File: config.mk
export PLATFORM = sky130hd
export DESIGN_NAME = tx_re_mapper
export DESIGN_NICKNAME = d
export VERILOG_FILES = /design/src/rtl/tx_map_pkg.sv /design/src/rtl/tx_map_collect.sv /design/src/rtl/tx_re_mapper.sv
export SDC_FILE = /design/constraint.sdc
export NUM_CORES = 2
export LEC_CHECK = 0
export ABC_AREA = 1
export BUFFER_PORTS_ARGS = -buffer_cell sky130_fd_sc_hd__buf_2
export CAP_MARGIN = 20
export CORE_AREA = 2 2 311 313
export CTS_CLUSTER_SIZE = 30
export DETAILED_ROUTE_END_ITERATION = 8
export DIE_AREA = 0 0 313 315
export PLACE_DENSITY = 0.76
export SLEW_MARGIN = 20
export SYNTH_ARGS = -nofsm -noshare
export SYNTH_HDL_FRONTEND = slang
export SYNTH_SLANG_ARGS = --single-unit
File: constraint.sdc
create_clock -name i_clk_map -period 1.8 [get_ports i_clk_map]
set_input_delay 0.54 -clock i_clk_map [delete_from_list [all_inputs] [get_ports i_clk_map]]
set_output_delay 0.54 -clock i_clk_map [all_outputs]
set_load 0.05 [all_outputs]
File: src/rtl/tx_map_pkg.sv
// rtl/tx_map_pkg.sv - shared types and constants for the TX resource-element mapper
//
// Purpose: the FSM state encoding and the slot geometry that tx_re_mapper and
// tx_map_collect agree on. No ports.
//   state_t     : IDLE / COLLECT / EMIT_DATA / EMIT_PILOT
//   NUM_SYM     : SC-FDMA symbols per slot
//   PILOT_SYM   : symbol index that carries the DMRS vector
//   NUM_SC_DEF  : default subcarriers per symbol
package tx_map_pkg;

  typedef enum logic [1:0] {
    ST_IDLE       = 2'd0,
    ST_COLLECT    = 2'd1,
    ST_EMIT_DATA  = 2'd2,
    ST_EMIT_PILOT = 2'd3
  } state_t;

  localparam int NUM_SYM    = 7;
  localparam int PILOT_SYM  = 4;
  localparam int NUM_SC_DEF = 12;

endpackage

File: src/rtl/tx_map_collect.sv
// rtl/tx_map_collect.sv - serial-to-parallel subcarrier collector (k counter + register file)
//
// Purpose: stores accepted serial words at subcarrier index k and presents the
// complete vector, including the word being accepted this cycle, so the parent
// can register a full symbol on the same edge that takes the last word.
// Ports:
//   clk, rst_n : block clock, asynchronous active-low reset
//   clear      : forces k back to 0 (parent holds it while idle)
//   accept     : data is written at index k this edge
//   data       : serial word being offered
//   last       : k points at the final subcarrier
//   vec_next   : stored words with index k replaced by data
module tx_map_collect
  import tx_map_pkg::*;
#(
  parameter int WORD_W = 32,
  parameter int NUM_SC = NUM_SC_DEF
) (
  input  logic              clk,
  input  logic              rst_n,
  input  logic              clear,
  input  logic              accept,
  input  logic [WORD_W-1:0] data,
  output logic              last,
  output logic [WORD_W-1:0] vec_next [NUM_SC-1:0]
);

  localparam int KW = (NUM_SC > 1) ? $clog2(NUM_SC) : 1;

  logic [KW-1:0]     k;
  logic [WORD_W-1:0] regs [NUM_SC-1:0];

  assign last = (k == KW'(NUM_SC - 1));

  always_ff @(posedge clk or negedge rst_n) begin
    if (!rst_n) begin
      k    <= '0;
      regs <= '{default: '0};
    end else if (clear) begin
      k <= '0;
    end else if (accept) begin
      regs[k] <= data;
      k       <= last ? '0 : k + KW'(1);
    end
  end

  // Bypass the incoming word into its slot so the symbol is complete on the
  // accepting edge rather than one cycle later.
  always_comb begin
    for (int i = 0; i < NUM_SC; i++) begin
      vec_next[i] = (k == KW'(i)) ? data : regs[i];
    end
  end

endmodule

File: src/rtl/tx_re_mapper.sv
// rtl/tx_re_mapper.sv - SC-FDMA resource-element mapper: 6 data symbols plus DMRS pilot per slot
//
// Purpose: collects serial {re,im} data words into NUM_SC-wide symbols and
// emits a 7-symbol slot (1,2,3,pilot,5,6,7) as one-cycle parallel strobes.
// Optional feature macro: TX_MAP_OVF_CHK_EN builds the sticky overflow
// detector on o_err; without it o_err is tied to 0.
// Ports:
//   i_clk_map, i_rst_n : block clock, asynchronous active-low reset
//   i_start            : one-cycle slot start (honoured only in IDLE)
//   i_data/i_data_valid: serial data subcarrier, packed {re,im}
//   i_pilot            : DMRS vector, stable for the slot
//   o_ready            : word accepted when i_data_valid && o_ready
//   o_sym/o_sym_valid  : parallel symbol and its one-cycle strobe
//   o_symbol_num       : 1..7 alongside o_sym_valid
//   o_done_slot        : pulses with symbol 7
//   o_err              : sticky overflow flag
module tx_re_mapper
  import tx_map_pkg::*;
#(
  parameter int DATA_WIDTH = 16,
  parameter int NUM_SC     = NUM_SC_DEF
) (
  input  logic                    i_clk_map,
  input  logic                    i_rst_n,
  input  logic                    i_start,
  input  logic [2*DATA_WIDTH-1:0] i_data,
  input  logic                    i_data_valid,
  input  logic [2*DATA_WIDTH-1:0] i_pilot [NUM_SC-1:0],
  output logic                    o_ready,
  output logic [2*DATA_WIDTH-1:0] o_sym [NUM_SC-1:0],
  output logic                    o_sym_valid,
  output logic [2:0]              o_symbol_num,
  output logic                    o_done_slot,
  output logic                    o_err
);

  localparam logic [2:0] SYM_LAST   = 3'(NUM_SYM);
  localparam logic [2:0] SYM_PILOT  = 3'(PILOT_SYM);
  localparam logic [2:0] SYM_PRE_PL = 3'(PILOT_SYM - 1);

  state_t                  state;
  logic [2:0]              sym_cnt;
  logic                    accept;
  logic                    last;
  logic [2*DATA_WIDTH-1:0] vec_next [NUM_SC-1:0];

  // o_ready is only ever high in COLLECT, so this also gates by state.
  assign accept = i_data_valid && o_ready;

  tx_map_collect #(
    .WORD_W (2*DATA_WIDTH),
    .NUM_SC (NUM_SC)
  ) u_collect (
    .clk      (i_clk_map),
    .rst_n    (i_rst_n),
    .clear    (state == ST_IDLE),
    .accept   (accept),
    .data     (i_data),
    .last     (last),
    .vec_next (vec_next)
  );

  always_ff @(posedge i_clk_map or negedge i_rst_n) begin
    if (!i_rst_n) begin
      state        <= ST_IDLE;
      sym_cnt      <= 3'd0;
      o_ready      <= 1'b0;
      o_sym        <= '{default: '0};
      o_sym_valid  <= 1'b0;
      o_symbol_num <= 3'd0;
      o_done_slot  <= 1'b0;
    end else begin
      o_sym_valid <= 1'b0;
      o_done_slot <= 1'b0;
      case (state)
        ST_IDLE: begin
          if (i_start) begin
            state   <= ST_COLLECT;
            sym_cnt <= 3'd1;
            o_ready <= 1'b1;
          end
        end
        ST_COLLECT: begin
          if (accept && last) begin
            state        <= ST_EMIT_DATA;
            o_ready      <= 1'b0;
            o_sym        <= vec_next;
            o_sym_valid  <= 1'b1;
            o_symbol_num <= sym_cnt;
            o_done_slot  <= (sym_cnt == SYM_LAST);
          end
        end
        // The data strobe is visible during this state; decide what follows it.
        ST_EMIT_DATA: begin
          if (sym_cnt == SYM_PRE_PL) begin
            state        <= ST_EMIT_PILOT;
            sym_cnt      <= SYM_PILOT;
            o_sym        <= i_pilot;
            o_sym_valid  <= 1'b1;
            o_symbol_num <= SYM_PILOT;
          end else if (sym_cnt == SYM_LAST) begin
            state   <= ST_IDLE;
            sym_cnt <= 3'd0;
          end else begin
            state   <= ST_COLLECT;
            sym_cnt <= sym_cnt + 3'd1;
            o_ready <= 1'b1;
          end
        end
        ST_EMIT_PILOT: begin
          state   <= ST_COLLECT;
          sym_cnt <= sym_cnt + 3'd1;
          o_ready <= 1'b1;
        end
        default: begin
          state   <= ST_IDLE;
          o_ready <= 1'b0;
        end
      endcase
    end
  end

`ifdef TX_MAP_OVF_CHK_EN
  // Sticky: a word offered while the block is busy emitting is lost.
  always_ff @(posedge i_clk_map or negedge i_rst_n) begin
    if (!i_rst_n) begin
      o_err <= 1'b0;
    end else if ((state != ST_IDLE) && i_data_valid && !o_ready) begin
      o_err <= 1'b1;
    end
  end
`else
  assign o_err = 1'b0;
`endif

endmodule

== Word-level counts from Yosys, hierarchy flattened ==
Cells that the tools add are included.

* Output and inout port bits: 391
* Bits in registers: 783
* Word-level logic and storage cells: 113
* Input port bits: 420

* Equal/unequal tests: 21
* Multiplexer cells: 43
* Add/subtract/negate cells: 2
* Reduce and logical (&&, ||, !) cells: 13
* Bitwise operators: 1
* Magnitude comparators: 2

{| class="wikitable"
|+ Operators with widths
! kind !! count
|-
| 2-to-1 mux 384 bit || 2
|-
| one-hot mux 384 bit (2 select lines) || 1
|-
| 2-to-1 mux 32 bit || 13
|-
| bitwise mux 384 bit || 1
|-
| demux 32 bit (select 4 bit) || 1
|-
| == test 4 x 3 -> 1 bit (second input constant) || 4
|-
| == test 4 bit (second input constant) || 4
|-
| 2-to-1 mux 3 bit || 5
|-
| 2-to-1 mux 4 bit || 3
|-
| inequality test 2 bit (second input constant) || 5
|-
| 2-to-1 mux 1 bit || 9
|-
| one-hot mux 3 bit (3 select lines) || 1
|-
| == test 4 x 2 -> 1 bit (second input constant) || 2
|-
| one-hot mux 2 bit (4 select lines) || 1
|-
| 2-to-1 mux 2 bit || 3
|-
| one-hot mux 3 bit (2 select lines) || 1
|-
| AND reduction 2 bit || 3
|-
| < comparator 4 x 5 -> 1 bit (second input constant) || 1
|-
| adder 4 x 1 -> 4 bit (second input constant) || 1
|-
| == test 2 bit (second input constant) || 2
|-
| == test 4 x 1 -> 1 bit (second input constant) || 1
|-
| greater-or-equal comparator 4 x 1 -> 1 bit (second input constant) || 1
|-
| zero test 4 bit || 1
|-
| one-hot mux 1 bit (4 select lines) || 1
|-
| other kinds (12) || 15
|}

== Longest topological paths before layout ==
* Depth in word-level cells: 5
* Gate-level depth with buffers: 11
* Depth with buffers taken out: 9

== Cells and area by module ==
From an unflattened synthesis, not the netlist that was laid out.

* Cells, all modules: 5601
* Area total of the unflattened synthesis: 40123.5 sq um

{| class="wikitable"
|+ Modules (own cells, without submodules)
! module !! area each (sq um) !! sequential area each (sq um) !! cells an instance !! instances
|-
| tx_re_mapper || 20309.5 || 9884.5 || 2978 || 1
|-
| tx_map_collect || 19814.0 || 9709.3 || 2623 || 1
|}

== Least setup slack after synthesis ==
OpenSTA, ideal clock, no wires.

* Path kind: register -> register
* From: reg o_ready
* To: reg u_collect.regs[76] (netlist bit)
* Path slack: -155 ps
* Stages on the path, launching flop included: 8
* Setup time: 133 ps
* Clock period less this slack: 1955 ps
* Required time: 1667 ps
* Buffers on the path: 2
* Data arrival time: 1822 ps
* Cell sequence: dfrtp_1 > nand2_1 > nor2_1 > buf_4 > nand3_2 > clkbuf_1 > nand2_1 > o21ai_0

* Cells in the longest elaborated chain, start to end: 2

{| class="wikitable"
|+ RTL lines
! element !! line !! text
|-
| start, declared || tx_re_mapper.sv:29 || <nowiki>output logic o_ready,</nowiki>
|-
| start signal, assigned || tx_re_mapper.sv:67 || <nowiki>o_ready <= 1'b0;</nowiki>
|-
| start signal, assigned || tx_re_mapper.sv:80 || <nowiki>o_ready <= 1'b1;</nowiki>
|-
| start signal, assigned || tx_re_mapper.sv:86 || <nowiki>o_ready <= 1'b0;</nowiki>
|-
| logical AND 1 bit || tx_re_mapper.sv:48 || <nowiki>assign accept = i_data_valid && o_ready;</nowiki>
|-
| AND reduction 2 bit (no line) || -- ||
|-
| end signal, assigned by index || tx_map_collect.sv:42 || <nowiki>regs[k] <= data;</nowiki>
|-
| end, declared || tx_map_collect.sv:31 || <nowiki>logic [WORD_W-1:0] regs [NUM_SC-1:0];</nowiki>
|}

Every way passes these cells.
A chain may end at the register's enable or synchronous reset.

== Worst setup path after layout ==
* From: reg sym_cnt[0]
* To: reg o_sym[341] (netlist bit)

* Cells in the longest elaborated chain, start to end: 3

{| class="wikitable"
|+ RTL lines
! element !! line !! text
|-
| start, declared || tx_re_mapper.sv:42 || <nowiki>logic [2:0] sym_cnt;</nowiki>
|-
| start signal, assigned || tx_re_mapper.sv:106 || <nowiki>sym_cnt <= sym_cnt + 3'd1;</nowiki>
|-
| start signal, assigned || tx_re_mapper.sv:112 || <nowiki>sym_cnt <= sym_cnt + 3'd1;</nowiki>
|-
| == test 3 x 2 -> 1 bit || tx_re_mapper.sv:95 || <nowiki>if (sym_cnt == SYM_PRE_PL) begin</nowiki>
|-
| inequality test 2 bit (no line) || -- ||
|-
| AND reduction 3 bit (no line) || -- ||
|-
| end signal, assigned || tx_re_mapper.sv:87 || <nowiki>o_sym <= vec_next;</nowiki>
|-
| end signal, assigned || tx_re_mapper.sv:98 || <nowiki>o_sym <= i_pilot;</nowiki>
|-
| end, declared || tx_re_mapper.sv:30 || <nowiki>output logic [2*DATA_WIDTH-1:0] o_sym [NUM_SC-1:0],</nowiki>
|}

Every way passes these cells.

==> flow_summary.toml <==
[clocking]
htree_levels = 3
cts_tree = "yes"
cts_root_buffer = "clkbuf_16"
cts_buffers = 88
cts_sinks = 783
clk_pin_slew_ps = 60
clk_path_buf_depth = 3
clock_latency_ps = 660

[cells_and_area]
instances_no_fill = 7775
area_growth_pct = 34.1
nets = 6850
final_core_util_pct = 55.5
final_area_um2 = 53100
drive_above_1_share_pct = 22.3

[worst_setup_path]
crit_type = "reg -> reg"
endpoint_kind = "flip-flop"
worst_setup_path_start_kind = "flip-flop"
rr_worst_depth = 11
required_ps = 2380
timing.rr.end = "o_sym[341]"
rrSetupSlack_ps = -150
cp_max_fo = 31
cp.arrival_ps = 2530
r2r-start = "sym_cnt[0]"

[hold_path]
hp-start = "i_pilot[268]"
hold_end = "o_sym[268]"
hold_depth = 5
min-delay-path-class = "in -> reg"

[floorplan]
ioPinCount = 811
rows = 114
fp.dieArea_um2 = 98600
start_util_pct = 41.4
core-area_um2 = 95700
die_w_um = 313
dieHeight_um = 315

[timing]
min_period_ps = 1950
setup_ws_ps = -148
fmax_ghz = 0.513
maxSlewViolCount = 0
post-route-period-util_pct = 108
clock_skew_ps = 18.7
hold_violations = 0
rsz0062_at_grt = "yes"
setup_viol = 523

[grt]
grt_max_degree = 71
grt_pass1_vias = 39300
antenna_found_initial = 13
grt_pass1_wl_mm = 230
grt_usage_pct = 30.3
grt_overflow_total = 0

[run_status]
status = "complete, but fails checks"
violations = "setup timing"

[route]
vias_per_cell = 5.36
vias = 41700
antenna_left = 0
dr.pass1.iters = 8
route.detailed.drc = 0
wire_per_inst_um = 20.2
wl_mm = 157
drt_iter0_markers = 5070

[placed_design]
io_buffers = 809
placed_cells_incl_taps = 7524
place_congestion = 0.886
post-dp-hpwl_mm = 102
dpl-instance-area_um2 = 47400

[synthesis]
ys_warn_count = 0
syn-cell-area_um2 = 39600
syn_avg_cell_area_um2 = 7.09
synth_seq_cells = 783
synth_cell_types = 26
syn-num-nets = 6021
ys_seq_area_share_pct = 49.5
synthCells = 5590

[power_and_ir_drop]
power_leakage_nw = 29.8
vdd_drop_max_mv = 1.24
power_density_nw_per_um2 = 1840

[run]
maxCapViolations = 0
## routing by layer
metal	wire, µm	GRT usage (%)
met2	72700	47.9
met4	8150	15.1
met1	61200	39.5
met5	11	0
met3	15200	6.41
## metrics by stage
step / worst slack (ps) / TNS (ps) / total power, W / hold slack, ps
after floorplan: -45.6 / -1360 / 0.0566 / 244
after global placement: -125 / -45210 / 0.0707 / 426
after detailed placement: -178 / -65080 / 0.0715 / 426
after CTS: -103 / -31820 / 0.0950 / 116
after global routing: -211 / -73910 / 0.103 / 162
final: -148 / -24560 / 0.0976 / 168
## state kept, by name, indices dropped and copies added (netlist names)
signal,cells
o_sym,384
u_collect.regs,384
u_collect.k,4
o_symbol_num,3
sym_cnt,3
state,2
o_done_slot,1
o_ready,1
o_sym_valid,1
## worst max-delay path by stage
| stage | startpoint | endpoint | slack (ps) | depth (start not counted) |
|---|---|---|---|---|
| floorplan | u_collect.k[0] | o_sym[158] | -50 | 10 |
| CTS | sym_cnt[1] | o_sym[320] | -100 | 11 |
| finish | sym_cnt[0] | o_sym[341] | -150 | 11 |
| global placement | i_data_valid | u_collect.regs[298] | -130 | 8 |
| detailed placement | i_data_valid | o_sym[205] | -180 | 10 |
| global route | sym_cnt[0] | o_sym[320] | -210 | 11 |
## synth_stat cells, drive strengths merged
master	n	area, µm²
a21boi	1	7.51
a21oi	2	21.3
buf	183	955
clkbuf	251	942
conb	1	3.75
dfrtp	783	19600
ha	11	138
inv	436	1640
nand2	2717	10200
nand3	792	4020
nand4	1	6.26
nor2	9	55.1
o211ai	1	7.51
o21ai	398	1990
o22ai	2	12.5
or2	1	6.26
xor2	1	8.76
## critical path: stages, from the launching register on
cell     delay, ps
dfrtp_1        400
ha_4           170
ha_4           130
inv_2           30
nand2_2         60
o21ai_2         60
buf_4          140
a21oi_4        240
buf_12         230
buf_12         210
nand2_1        100
nand2_1         80
## power breakdown
part	leakage, nW	total (W)	internal (W)	switching, W
clock network	1.51	0.0192	0.0114	0.00781
logic	17.9	0.0505	0.0168	0.0337
registers	10.5	0.0280	0.0238	0.00412
## cell usage in the layout (no fill, tap or decap), types with 3 or more instances in the layout
cell        count
bufbuf_16       4
clkinv_4        4
buf_16          5
buf_12        138
clkinv_1        3
buf_6         220
inv_2          31
buf_2         597
o21ai_0       376
clkbuf_16     103
dfrtp_2         6
nand2_1      2666
dfrtp_1       777
clkbuf_8       22
diode_2        12
clkbuf_1        7
o21ai_1        21
nand2_2        31
clkinvlp_4      7
clkinv_2       14
bufinv_16       8
ha_1            3
nand3_2        16
nand3_1       774
ha_4            7
inv_1         401
buf_4         195
nand2_4        19
nor2_1          5
nor2_4          3
## cell type report
class	instances	area, µm²
Sequential cell	783	19600
Inverter	436	1640
Fill cell	8417	42600
Multi-Input combinational cell	3937	16900
Tap cell	1276	1600
Clock inverter	37	448
Timing Repair Buffer	1173	10300
Clock buffer	121	2630
Antenna cell	12	30.0
## kinds of logic after synthesis
family,synth area share [%]
DFF,49.5
and+or+nand+nor,36.1
adders and majority gates,0.347
buffers and inverters,8.92
xor gates and xnor gates,0.0221
AOI/OAI and AO/OA,5.15
other,0.00947
## repair_timing
action,in CTS,in global routing
hold endpoints to repair,12,0
buffers inserted,54,7
pin swaps,0,38
gates resized for setup,432,94
setup endpoints to repair,831,988
cloned,4,15
hold buffers,1,0
No activity file was read; power rests on OpenSTA's default activity.
